`src/rtl/mult_div_unit_if.sv`:
```
// Bus bundle between the EX stage and the HI/LO multiply/divide unit.
// The pipeline side is the master. The unit is the slave.
interface mult_div_unit_if #(
   parameter int WIDTH = 32
) ();
   logic             start;
   logic [1:0]       op;
   logic [WIDTH-1:0] rs_data;
   logic [WIDTH-1:0] rt_data;
   logic             hi_we;
   logic             lo_we;
   logic [WIDTH-1:0] wdata;
   logic [WIDTH-1:0] hi;
   logic [WIDTH-1:0] lo;
   logic             busy;
   logic             done;

   modport master (
      output start, op, rs_data, rt_data, hi_we, lo_we, wdata,
      input  hi, lo, busy, done
   );

   modport slave (
      input  start, op, rs_data, rt_data, hi_we, lo_we, wdata,
      output hi, lo, busy, done
   );
endinterface

```
`src/rtl/mult_div_unit.sv`:
```
// Iterative HI/LO multiply/divide unit.
// MULT/MULTU use a shift-add multiply. DIV/DIVU use a restoring divide.
// Both run one bit per cycle on operand magnitudes. The sign is fixed up
// in a final cycle, and that same cycle writes HI/LO.
module mult_div_unit #(
   parameter int WIDTH = 32,
   parameter int CNT_W = 6
) (
   input logic             clk,
   input logic             rst,
   mult_div_unit_if.slave  bus
);

   typedef enum logic [1:0] {IDLE, RUN, FIX} stateT;

   stateT             state, stateNext;
   logic [CNT_W-1:0]  iterCount;
   logic [1:0]        opReg;
   logic              signA, signB;
   logic [WIDTH-1:0]  aRaw, opnd, accHi, accLo;
   logic [WIDTH-1:0]  hiReg, loReg;
   logic              doneReg;

   logic              accept, lastIter;
   logic              inSigned, inSignA, inSignB;
   logic [WIDTH-1:0]  inMagA, inMagB;
   logic [WIDTH:0]    mulSum, divTrial;
   logic [WIDTH-1:0]  divRem;
   logic              divGe;
   logic              negResult;
   logic [2*WIDTH-1:0] prodMag, prodFix;
   logic [WIDTH-1:0]  quotFix, remFix, resHi, resLo;

   // The FIX cycle also accepts a new start, so back-to-back ops lose no cycle.
   assign accept   = bus.start && (state == IDLE || state == FIX);
   assign lastIter = (iterCount == CNT_W'(WIDTH - 1));

   // State register. Reset discards any in-flight op.
   always_ff @(posedge clk or posedge rst) begin
      if (rst) state <= IDLE;
      else     state <= stateNext;
   end

   // Next state: IDLE -> RUN on start; RUN for WIDTH iterations; FIX for one cycle.
   always_comb begin
      stateNext = state;
      case (state)
         IDLE:    if (accept) stateNext = RUN;
         RUN:     if (lastIter) stateNext = FIX;
         FIX:     stateNext = accept ? RUN : IDLE;
         default: stateNext = IDLE;
      endcase
   end

   // Operand magnitudes and signs. op[0] clear means a signed operation.
   always_comb begin
      inSigned = ~bus.op[0];
      inSignA  = inSigned & bus.rs_data[WIDTH-1];
      inSignB  = inSigned & bus.rt_data[WIDTH-1];
      inMagA   = inSignA ? -bus.rs_data : bus.rs_data;
      inMagB   = inSignB ? -bus.rt_data : bus.rt_data;
   end

   // One iteration step.
   // Multiply: accHi:accLo is the partial product, and accLo starts as the multiplier.
   // Divide: accHi is the partial remainder, and accLo shifts the dividend out and the quotient in.
   always_comb begin
      mulSum   = {1'b0, accHi} + {1'b0, (accLo[0] ? opnd : {WIDTH{1'b0}})};
      divTrial = {accHi, accLo[WIDTH-1]};
      divGe    = (divTrial >= {1'b0, opnd});
      divRem   = divTrial[WIDTH-1:0] - opnd;
   end

   // Sign fix-up and the final HI/LO values.
   // Divide by zero returns the raw dividend in HI and all ones in LO.
   always_comb begin
      negResult = ~opReg[0] & (signA ^ signB);
      prodMag   = {accHi, accLo};
      prodFix   = negResult ? -prodMag : prodMag;
      quotFix   = negResult ? -accLo : accLo;
      remFix    = (~opReg[0] & signA) ? -accHi : accHi;
      resHi     = prodFix[2*WIDTH-1:WIDTH];
      resLo     = prodFix[WIDTH-1:0];
      if (opReg[1]) begin
         if (opnd == {WIDTH{1'b0}}) begin
            resHi = aRaw;
            resLo = {WIDTH{1'b1}};
         end else begin
            resHi = remFix;
            resLo = quotFix;
         end
      end
   end

   // Datapath registers: load on an accepted start, then step once per RUN cycle.
   always_ff @(posedge clk or posedge rst) begin
      if (rst) begin
         iterCount <= '0;
         opReg     <= '0;
         signA     <= 1'b0;
         signB     <= 1'b0;
         aRaw      <= '0;
         opnd      <= '0;
         accHi     <= '0;
         accLo     <= '0;
      end else if (accept) begin
         iterCount <= '0;
         opReg     <= bus.op;
         signA     <= inSignA;
         signB     <= inSignB;
         aRaw      <= bus.rs_data;
         opnd      <= inMagB;
         accHi     <= '0;
         accLo     <= inMagA;
      end else if (state == RUN) begin
         iterCount <= iterCount + CNT_W'(1);
         if (opReg[1]) begin
            accHi <= divGe ? divRem : divTrial[WIDTH-1:0];
            accLo <= {accLo[WIDTH-2:0], divGe};
         end else begin
            accHi <= mulSum[WIDTH:1];
            accLo <= {mulSum[0], accLo[WIDTH-1:1]};
         end
      end
   end

   // Architectural HI/LO. The FIX result wins. MTHI/MTLO act only in a true idle cycle with no start.
   always_ff @(posedge clk or posedge rst) begin
      if (rst) begin
         hiReg <= '0;
         loReg <= '0;
      end else if (state == FIX) begin
         hiReg <= resHi;
         loReg <= resLo;
      end else if (state == IDLE && !bus.start) begin
         if (bus.hi_we) hiReg <= bus.wdata;
         if (bus.lo_we) loReg <= bus.wdata;
      end
   end

   // Done pulses for the one cycle after FIX writes HI/LO.
   always_ff @(posedge clk or posedge rst) begin
      if (rst) doneReg <= 1'b0;
      else     doneReg <= (state == FIX);
   end

   assign bus.hi   = hiReg;
   assign bus.lo   = loReg;
   assign bus.done = doneReg;
   // Busy drops in the done cycle, even when a back-to-back op has just been accepted.
   assign bus.busy = (state != IDLE) && !doneReg;

endmodule

```
`src/flat_wrapper.sv`:
```
// flat-port wrapper written by rule: the top's interface ports become plain ports
module mult_div_unit_flat 
#(
   parameter int WIDTH = 32,
   parameter int CNT_W = 6
)
  (clk, rst, bus_start, bus_op, bus_rs_data, bus_rt_data, bus_hi_we, bus_lo_we, bus_wdata, bus_hi, bus_lo, bus_busy, bus_done);
  mult_div_unit_if #(.WIDTH(WIDTH)) bus_i ();
  input logic clk;
  input logic rst;
  input wire logic [$bits(bus_i.start)-1:0] bus_start;
  input wire logic [$bits(bus_i.op)-1:0] bus_op;
  input wire logic [$bits(bus_i.rs_data)-1:0] bus_rs_data;
  input wire logic [$bits(bus_i.rt_data)-1:0] bus_rt_data;
  input wire logic [$bits(bus_i.hi_we)-1:0] bus_hi_we;
  input wire logic [$bits(bus_i.lo_we)-1:0] bus_lo_we;
  input wire logic [$bits(bus_i.wdata)-1:0] bus_wdata;
  output wire logic [$bits(bus_i.hi)-1:0] bus_hi;
  output wire logic [$bits(bus_i.lo)-1:0] bus_lo;
  output wire logic [$bits(bus_i.busy)-1:0] bus_busy;
  output wire logic [$bits(bus_i.done)-1:0] bus_done;
  assign bus_i.start = bus_start;
  assign bus_i.op = bus_op;
  assign bus_i.rs_data = bus_rs_data;
  assign bus_i.rt_data = bus_rt_data;
  assign bus_i.hi_we = bus_hi_we;
  assign bus_i.lo_we = bus_lo_we;
  assign bus_i.wdata = bus_wdata;
  assign bus_hi = bus_i.hi;
  assign bus_lo = bus_i.lo;
  assign bus_busy = bus_i.busy;
  assign bus_done = bus_i.done;
  mult_div_unit #(.WIDTH(WIDTH), .CNT_W(CNT_W)) u_core (.clk(clk), .rst(rst), .bus(bus_i));
endmodule
```
`config.mk`:
```
export PLATFORM = sky130hd
export DESIGN_NAME = mult_div_unit_flat
export DESIGN_NICKNAME = d
export VERILOG_FILES = /design/src/rtl/mult_div_unit_if.sv /design/src/rtl/mult_div_unit.sv /design/src/flat_wrapper.sv
export SDC_FILE = /design/constraint.sdc
export NUM_CORES = 1
export LEC_CHECK = 0
export ABC_AREA = 1
export CORE_ASPECT_RATIO = 0.7
export CORE_MARGIN = 2
export CORE_UTILIZATION = 30
export CTS_CLUSTER_SIZE = 14
export DETAILED_ROUTE_END_ITERATION = 10
export GPL_TIMING_DRIVEN = 0
export PLACE_DENSITY = 0.57
export SKIP_LAST_GASP = 1
export SLEW_MARGIN = 20
export SYNTH_ARGS = -nofsm -noshare
export SYNTH_HDL_FRONTEND = slang
export SYNTH_SLANG_ARGS = --single-unit
```
`constraint.sdc`:
```
create_clock -name clk -period 6.5 [get_ports clk]
set_clock_uncertainty 0.1 [all_clocks]
set_input_delay 0.975 -clock clk [delete_from_list [all_inputs] [get_ports clk]]
set_output_delay 0.975 -clock clk [all_outputs]
set_load 0.01 [all_outputs]
```
# After elaboration in Yosys (flattened, before gate mapping)
# Index checks and enable logic that the tools add are counted.
# op_classes
n_reduce_logical,16
eq_ne,5
n_lt_le_gt_ge,1
n_addsub,8
n_mux,29
bitwise,7
# ops
op,n
$mux 32,22
$neg 32->32,4
$mux 64,1
$neg 64->64,1
$add 32x32->33,1
$ge 33x32->1,1
$logic_not 32->1,1
$sub 32x32->32,1
$mux 6,2
$reduce_bool 2->1,5
$add 6x1->6 const B,1
$eq 6x5->1 const B,1
$pmux 2 s3,1
$reduce_and 2->1,3
$and 1x1->1,4
$mux 2,2
$ne 2x1->1 const B,2
$logic_and 1x1->1,3
$eq 2x1->1 const B,1
$eq 2x2->1 const B,1
$logic_not 1->1,2
$logic_not 2->1,1
$not 1->1,2
$logic_or 1x1->1,1
other kinds (2),2
# totals
output_inout_bits,66
in_bits,103
wordCells,78
ff_bits,205

# Depth between registers and ports, before layout
# Gate-level depths: netlist of the first run.
# logic_depth
word_depth,6
ltp_mapped,21
ltp_nobuf,19

# Worst setup path after synthesis of the first run
# OpenSTA, ideal clock, no wires.
# synth_timing
path_type,input -> register
from,input bus_rt_data[1]
to,register u_core.opnd[28]
stages,12
path_buffers,0
required_time_ns,6.269
setup_slack_ns,3.868
arrival_ns,2.401
setup_ns,0.131
path_cell_list,inv_1 > ha_1 > inv_1 > nor3_1 > nand4_1 > nor2_1 > nand2_1 > nand2_1 > nand2_1 > or2_2 > nand3_1 > o21ai_0
# synth_between
elab_chain_cells,2
# synth_rtl
element,line_no,source
"start, declared",flat_wrapper.sv:14,input wire logic [$bits(bus_i.rt_data)-1:0] bus_rt_data;
$neg 32->32,mult_div_unit.sv:61,inMagB = inSignB ? -bus.rt_data : bus.rt_data;
$mux 32,mult_div_unit.sv:61,
"end signal, assigned",mult_div_unit.sv:112,opnd <= inMagB;
"end, declared",mult_div_unit.sv:20,"logic [WIDTH-1:0] aRaw, opnd, accHi, accLo;"
# No other way between the ends.
# A chain may end at the register's enable or synchronous reset.

# Worst setup path in the final report of the first run
# layout_timing
from,register u_core.accLo[0]
to,register u_core.accHi[5]
# layout_between
elab_chain_cells,5
# layout_rtl
element,line_no,source
"start, declared",mult_div_unit.sv:20,
"start signal, assigned",mult_div_unit.sv:114,accLo <= inMagA;
"start signal, assigned",mult_div_unit.sv:119,"accLo <= {accLo[WIDTH-2:0], divGe};"
"start signal, assigned",mult_div_unit.sv:122,"accLo <= {mulSum[0], accLo[WIDTH-1:1]};"
$mux 32,mult_div_unit.sv:68,"mulSum = {1'b0, accHi} + {1'b0, (accLo[0] ? opnd : {WIDTH{1'b0}})};"
$add 32x32->33,mult_div_unit.sv:68,
$mux 32,mult_div_unit.sv:117,if (opReg[1]) begin
$mux 32,mult_div_unit.sv:115,end else if (state == RUN) begin
$mux 32,mult_div_unit.sv:106,end else if (accept) begin
"end signal, assigned",mult_div_unit.sv:118,accHi <= divGe ? divRem : divTrial[WIDTH-1:0];
"end signal, assigned",mult_div_unit.sv:121,accHi <= mulSum[WIDTH:1];
"end, declared",mult_div_unit.sv:20,
# No other way between the ends. The select of a mux whose other input is x is not followed.

==> out/metrics.csv, run 1 <==
metric,value,unit
via count of the routed design,23800,
fmax,253,MHz
Critical Path AT,4340,ps
overall routing resource usage,0.287,
first-pass detailed-route iteration total,6,
Num CTS Buffers,25,
CTS tree,built,
most common flop cell mapped by yosys,dfrtp_1,
die width,310,µm
Worst R2R Setup Slack,2550,ps
largest net degree at the start of global routing,33,
clock sink count,205,
sequential share of the synthesized area,0.261,
buffer count from post-CTS setup fixing,0,
Mapped Avg Cell Area,5.83,µm²
clock root buffer,clkbuf_16,
Hold Slack,394,ps
fillers,7317,
Final Hold Fails,0,
port buffer count,168,
detailed placer's ending HPWL,81200,µm
"commonest non-fill, non-tap cell in the layout",nand2_1,
"Hold-fix buffers, CTS",0,
reg2reg end,u_core.accHi[5],
full die area,67600,µm²
Max Transition Viols Final,0,
share of cells above drive strength 1,0.0382,
pwr dens,375,nW/µm²
H-tree Lvls,1,
nets,3747,
global route total overflow,0,
Ports,169,
Worst-Margin Slew,1190,ps
post-route minimum period,3950,ps
"Max FO, Critical Path",10,
antenna violations before repair,0,
worst hold path cell count,2,
DRC Markers,0,
WP data required,6890,ps
Critical Path End Type,flop,
antenna-violating nets left,0,
setup violators final,0,
Min-Delay Path Class,reg2reg,
RSZ-0062 raised after global routing,no,
critical path launch point type,flop,
P_leak,11.8,nW
synth unique cells,55,
Max Cap Viol,0,
Die Y,218,µm
met3 WL,13700,µm
Yosys reg bits,205,
Mapped Nets,3545,
count of flip-flops with a built-in enable after synthesis,0,
vias in the first global route,21400,
routability cong.,1.07,
Post-Route M1 WL,46700,µm
final core utilization,0.363,
Longest Clk Path Bufs,3,
TNS Setup,0,ps
area grow syn2layout,19.6,%
hold_sp,u_core.aRaw[10],
Total Power,8.81,mW
FF-to-FF Start,u_core.accLo[0],
initial core utilization,0.303,
Skew-Pair Late Insertion Delay,580,ps
Max IR drop VDD,0.000265,V
top layer in use,met4,
share of flip-flops with an asynchronous set or reset,1.00,
critical path type,reg2reg,
status,finished clean,
Total Wirelength,98400,µm
Rows,78,
clock slew at reported path FFs,60,ps
R2R cell count,17,
drt via density,5.31,
period utilization,0.608,
routed len/inst,22.0,µm
Max-slew headroom,0.207,
Ys Warns,0,
Mapped Area,19700,µm²
most used cells in the layout excluding fill and tap cells,"nand2_1, nor2_1, inv_1, nand3_1, a21oi_1",
DRT iter0 DRCs,3232,
first-pass GRT wire length,143000,µm
Synth Instances,3371,
post_cts resized,0,
Core ar.,64800,µm²
Worst Hold Path EP,u_core.aRaw[10],
metal2 WL,35900,µm
## flip-flops by register name, indices dropped and copies added (netlist names)
| name | flops |
|---|---|
| u_core.opReg | 2 |
| u_core.bus.lo | 32 |
| u_core.state | 2 |
| u_core.aRaw | 32 |
| u_core.iterCount | 6 |
| u_core.bus.done | 1 |
| u_core.signB | 1 |
| u_core.signA | 1 |
| u_core.accLo | 32 |
| u_core.opnd | 32 |
| u_core.bus.hi | 32 |
| u_core.accHi | 32 |
## power breakdown
part,total (mW),switching [mW],internal [mW],leakage (nW)
clock,1.60,0.655,0.949,0.441
combinational,5.17,3.59,1.58,8.85
sequential,2.04,0.567,1.47,2.49
total,8.81,4.81,4.00,11.8
## cells in the mapped netlist, drive strengths merged (2+ instances only)
library cell	instances	area [µm²]
o21bai	9	67.6
xor2	56	490
nand3	289	1460
inv	444	1670
a31oi	12	75.1
and3	3	18.8
o211ai	14	105
a221oi	2	17.5
nor4	6	37.5
fa	2	40.0
nand4	47	300
dfrtp	205	5130
nand3b	15	113
nand2	1072	4060
a211oi	2	15.0
a21o	6	45.0
clkbuf	69	260
o21a	3	22.5
nor3	37	211
ha	69	863
o31ai	2	15.0
xnor2	9	78.8
nor2	471	1830
buf	51	268
clkinv	5	18.8
o21ai	204	1030
a41oi	2	17.5
o22ai	6	37.5
a21boi	2	15.0
or2	5	31.3
and2	6	37.5
a21oi	238	1210
a311oi	2	17.5
## kinds of logic (layout without fill, tap and decap cells)
family | Yosys count | count (layout) | synth area share
and+or+nand+nor | 1951 | 1951 | 0.412
adders and majority gates | 71 | 71 | 0.0460
xor gates and xnor gates | 65 | 65 | 0.0290
buffers and inverters | 569 | 789 | 0.113
DFF | 205 | 205 | 0.261
other | 0 | 1 | 0
AOI/OAI and AO/OA | 510 | 510 | 0.140
## per-stage QoR
step | cell area [µm²] | instances | setup WS, ps
floorplan | 19700 | 3371 | 2770
global placement | 22400 | 4419 | 859
detailed placement | 22600 | 4426 | 2780
CTS | 23500 | 4471 | 2770
global route | 23500 | 4471 | 2460
finish | 23500 | 4472 | 2550
## metal layers
metal / track usage / vias to the layer above
met1: 0.453 / 11100
met4: 0.0535 / 0
met3: 0.0921 / 123
li1: - / 11200
met5: 0 / -
met2: 0.369 / 1352
## critical path, cell delays in order (launching register included)
cell and delay (ps):
dfrtp_1 320, buf_2 400, buf_1 470, nand2_1 120, inv_1 70, ha_1 150, inv_1 60, fa_1 430
inv_1 200, nand3_1 90, nand2_1 270, nand2_1 90, nand2_1 230, xor2_1 350, o21ai_0 130, a21oi_1 170
o21ai_0 110, o21ai_0 80
## cell type report
| class | count | area [µm²] | area share |
|---|---|---|---|
| clock inverter | 14 | 229 | 0.00974 |
| inverter | 449 | 1690 | 0.0719 |
| antenna | 1 | 2.50 | 0.000106 |
| buffer | 120 | 529 | 0.0225 |
| tap | 880 | 1100 | 0.0469 |
| clock buffer | 31 | 678 | 0.0289 |
| multi-input combinational | 2597 | 12300 | 0.524 |
| sequential | 205 | 5130 | 0.218 |
| timing repair buffer | 175 | 1830 | 0.0778 |
## worst max-delay path by stage
stage	start	to	slack [ps]	cells after the start
after floorplan	rst	u_core.aRaw[0]	2770	1
after global placement	rst	u_core.opnd[25]	860	2
after detailed placement	u_core.accLo[0]	u_core.accHi[23]	2780	19
after CTS	u_core.accLo[0]	u_core.accHi[23]	2770	19
after global routing	u_core.accLo[0]	u_core.accHi[5]	2460	17
final	u_core.accLo[0]	u_core.accHi[5]	2550	17
Note: power is estimated with default switching activity, not from simulation.
==> run 2: changes to the inputs <==
- clock period: 6.5 -> 3.3 ns (I/O delays scaled with it)
==> out/metrics.csv, run 2 (same netlist as run 1, synthesis figures left out) <==
metric,value,unit
H-tree Lvls,1,
share of cells above drive strength 1,0.0429,
M1 GR Usage,0.453,
DRC Markers,0,
critical path type,reg2reg,
drt via density,5.29,
routed len/inst,22.0,µm
global route total overflow,0,
post-route minimum period,3220,ps
Max Cap Viol,0,
"commonest non-fill, non-tap cell in the layout",nand2_1,
clock root buffer,clkbuf_16,
buffer count from post-CTS setup fixing,0,
met3 Use GR,0.0921,
Total Wirelength,98300,µm
TNS Setup,0,ps
global route hottest layer,met1,
critical path endpoint,u_core.accHi[30],
pwr dens,739,nW/µm²
Final Hold Fails,0,
R2R cell count,19,
Die Y,218,µm
CTS tree,built,
Max-slew headroom,0.230,
GRT met2 Usage,0.369,
clock slew at reported path FFs,80,ps
Worst-Margin Slew,1160,ps
P_leak,11.8,nW
Core ar.,64800,µm²
Crit. Startpoint,u_core.accLo[0],
Rows,78,
largest net degree at the start of global routing,33,
clock sink count,205,
Max IR drop VDD,0.000470,V
"Max FO, Critical Path",10,
antenna-violating nets left,0,
setup violators final,0,
fmax,310,MHz
RSZ-0062 raised after global routing,yes,
first-pass detailed-route iteration total,6,
diode count,0,
overall routing resource usage,0.287,
most used cells in the layout excluding fill and tap cells,"nand2_1, nor2_1, inv_1, nand3_1, a21oi_1",
die width,310,µm
detailed placer's ending HPWL,81200,µm
vias in the first global route,21400,
Longest Clk Path Bufs,3,
WP data required,3660,ps
Ports,169,
initial core utilization,0.303,
area grow syn2layout,19.9,%
Worst R2R Setup Slack,80,ps
status,finished clean,
period utilization,0.977,
Skew-Pair Late Insertion Delay,590,ps
first-pass GRT wire length,143000,µm
reg2reg end,u_core.accHi[30],
Critical Path End Type,flop,
Max Transition Viols Final,0,
port buffer count,168,
DRT iter0 DRCs,3312,
full die area,67600,µm²
FF-to-FF Start,u_core.accLo[0],
Num CTS Buffers,25,
Total Power,17.4,mW
Critical Path AT,3580,ps
critical path launch point type,flop,
antenna violations before repair,0,
Min-Delay Path Class,in2async,
via count of the routed design,23700,
routability cong.,1.07,
nets,3747,
[run 2: cell count changes in the layout (fill, tap and decap cells not counted), sizes merged]
cell / before / now
buf: 58 / 57
clkbuf: 100 / 101
diode: 1 / 0
[run 2: cell type report]
cell class | count | area [µm²]
tap | 880 | 1100
inverter | 449 | 1690
sequential | 205 | 5130
multi-input combinational | 2597 | 12400
clock buffer | 31 | 678
fill | 7305 | 41200
buffer | 120 | 544
clock inverter | 14 | 229
timing repair buffer | 175 | 1830
[run 2: repair_timing]
item                                    in CTS  in global routing
cloned                                       0                  0
endpoints found under the setup margin      23                 22
hold buffers                                 0                  0
gates resized for setup                      5                 17
[run 2: worst min path at each step]
stage | from | endpoint | slack (ps) | cells past startpoint
after global routing | rst | u_core.accLo[3] | 250 | 2
after global placement | u_core.aRaw[10] | u_core.aRaw[10] | 370 | 2
final | rst | u_core.accLo[3] | 200 | 2
after detailed placement | u_core.aRaw[10] | u_core.aRaw[10] | 370 | 2
after floorplan | u_core.aRaw[3] | u_core.aRaw[3] | 340 | 2
after CTS | rst | u_core.accLo[3] | 220 | 2
[run 2: report_power, final]
part	switching (mW)	internal, mW	leakage (nW)
clock	1.30	1.87	0.441
combinational	7.08	3.15	8.85
sequential	1.11	2.90	2.49
[run 2: stage by stage]
stage                     instances  hold WS [ps]   util  worst slack, ps  instance area, µm²
after floorplan                3371           337      -             46.7               19700
after global placement         4419           375  0.346            -1860               22400
after detailed placement       4426           373  0.349             -420               22600
after CTS                      4471           219  0.363             4.26               23500
after global routing           4471           254  0.364            -91.5               23600
final                          4471           199  0.364             75.5               23600
[run 2: layer usage]
metal  part of all wire  wire, µm  vias to the layer above
met5                  0         0                        -
met4              0.020      1990                        0
met3               0.14     13500                      124
met2               0.36     35800                     1318
met1               0.48     47000                    11100
li1                   -         -                    11200
[run 2: critical path: stages (launching register included)]
cell	delay [ps]
dfrtp_1	390
buf_8	170
clkbuf_2	200
nand2_1	100
inv_1	40
ha_1	370
a21oi_2	350
nor2_1	80
nor2_1	130
nand2_1	190
nand2_1	110
nand2_1	180
nand2_1	130
nand2_1	60
nand2_1	50
nand3_1	100
nand2_1	90
inv_1	50
nand2_1	130
nand2_1	70
==> run 3: changes to the inputs <==
- PLACE_DENSITY: 0.57 -> 0.53
==> out/metrics.csv, run 3 (same netlist as run 1, synthesis figures left out) <==
metric,value,unit
Sw Ratio,0.548,
FF-to-FF Start,u_core.accHi[1],
full die area,67600,µm²
status,finished clean,
initial core utilization,0.303,
nets,3749,
"commonest non-fill, non-tap cell in the layout",nand2_1,
share of cells above drive strength 1,0.0448,
sw power,9.52,mW
clock sink count,205,
cell internal pwr,7.87,mW
WP data required,3660,ps
Logic pwr share,0.600,
Critical Path End Type,flop,
Multi-input gate area,12400,µm²
DRC Markers,0,
slowest CP cell,dfrtp_1,
clock share of power,0.174,
clock root buffer,clkbuf_16,
via count of the routed design,23500,
reg2reg end,u_core.bus.hi[14],
CP most frequent cell,nand2_1,
Rows,78,
Num CTS Buffers,25,
"Hold-fix buffers, CTS",0,
largest net degree at the start of global routing,33,
Crit path buffers/inverters,1,
Post-Layout Inst Area,23600,µm²
DRT iter0 DRCs,3003,
register area,5130,µm²
post-route minimum period,3240,ps
Total Wirelength,102000,µm
Critical Path Max Stage Delay,520,ps
antenna violations before repair,2,
die width,310,µm
Hold Slack,226,ps
Die Y,218,µm
dpl ws,-557,ps
TNS Setup,0,ps
Skew-Pair Late Insertion Delay,580,ps
clock slew at reported path FFs,70,ps
"Cell Area, Placed",22600,µm²
Max-slew headroom,0.221,
port buffer count,168,
pwr dens,737,nW/µm²
Final Hold Fails,0,
final cell count without fillers,4473,
Worst path top cell family by delay,simple AND/OR/NAND/NOR gates,
Max Transition Viols Final,0,
Longest Clk Path Bufs,3,
Max IR drop VDD,0.000406,V
period utilization,0.981,
vias in the first global route,21400,
"Max FO, Critical Path",8,
critical path launch point type,flop,
Worst-Margin Slew,1160,ps
drt via density,5.26,
setup violators final,0,
Reg power frac,0.225,
first-pass GRT wire length,146000,µm
critical path type,reg2reg,
P_leak,11.8,nW
Worst R2R Setup Slack,60,ps
fmax,309,MHz
placed cell count,4426,
H-tree Lvls,1,
Ports,169,
R2R cell count,12,
Critical Path AT,3600,ps
CTS tree,built,
routed len/inst,22.9,µm
routability cong.,1.06,
PnR worst setup slack,62.0,ps
detailed placer's ending HPWL,85000,µm
Min-Delay Path Class,in2async,
Core ar.,64800,µm²
RSZ-0062 raised after global routing,no,
overall routing resource usage,0.297,
worst-path cell chain,inv_1 > ha_1 > nand2_1 > nor2_4 > nand2_1 > nand2_1 > xor2_1 > nand2_1 > o211ai_1 > nand2_1 > nand2_1 > a21oi_1,
global route total overflow,0,
area grow syn2layout,20.1,%
fillers,7401,
most used cells in the layout excluding fill and tap cells,"nand2_1, nor2_1, inv_1, nand3_1, a21oi_1",
antenna-violating nets left,0,
Max Cap Viol,0,
first-pass detailed-route iteration total,8,
==> run 3: layer usage <==
metal	GRT usage	vias up	part of all wire
met1	0.458	11000	0.48
li1	-	11200	-
met4	0.0602	2	0.020
met2	0.369	1266	0.36
met5	0.00145	-	0.00013
met3	0.126	110	0.15
==> run 3: worst max-delay path by stage <==
stage	endpoint	depth (start not counted)	startpoint	slack, ps
4_1_cts	u_core.accHi[30]	19	u_core.accLo[0]	6
2_1_floorplan	u_core.aRaw[0]	1	rst	50
6_report	u_core.bus.hi[14]	12	u_core.accHi[1]	60
5_1_grt	u_core.accHi[20]	15	u_core.accLo[0]	9
3_3_place_gp	u_core.accHi[24]	2	rst	-1940
3_5_place_dp	u_core.accHi[23]	19	u_core.accLo[0]	-560
==> run 3: final cells by class <==
class	instances	area share
multi-input cells	2597	0.525
diodes	1	0.000106
repair buffers	177	0.0782
clock buffers	31	0.0287
well taps	880	0.0467
clock inverters	13	0.00827
plain buffers	120	0.0233
flip-flops and latches	205	0.218
inverters	449	0.0719
==> run 3: repair_timing <==
action / CTS / global route
pin swaps: 0 / 1
endpoints found under the setup margin: 28 / 29
buffers inserted: 0 / 2
gates resized for setup: 9 / 28
==> run 3: power by group through the flow <==
stage / clock network (mW) / registers [mW] / logic, mW
2_1_floorplan: 0 / 3.39 / 6.56
3_3_place_gp: 0 / 3.90 / 9.86
3_5_place_dp: 0 / 3.90 / 9.86
4_1_cts: 3.06 / 3.85 / 9.95
5_1_grt: 3.16 / 3.93 / 11.5
6_report: 3.03 / 3.92 / 10.4
==> run 3: metrics by stage <==
stage,util,total power [mW]
4_1_cts,0.362,16.9
2_1_floorplan,-,9.95
6_report,0.364,17.4
5_1_grt,0.364,18.6
3_5_place_dp,0.349,13.8
3_3_place_gp,0.346,13.8
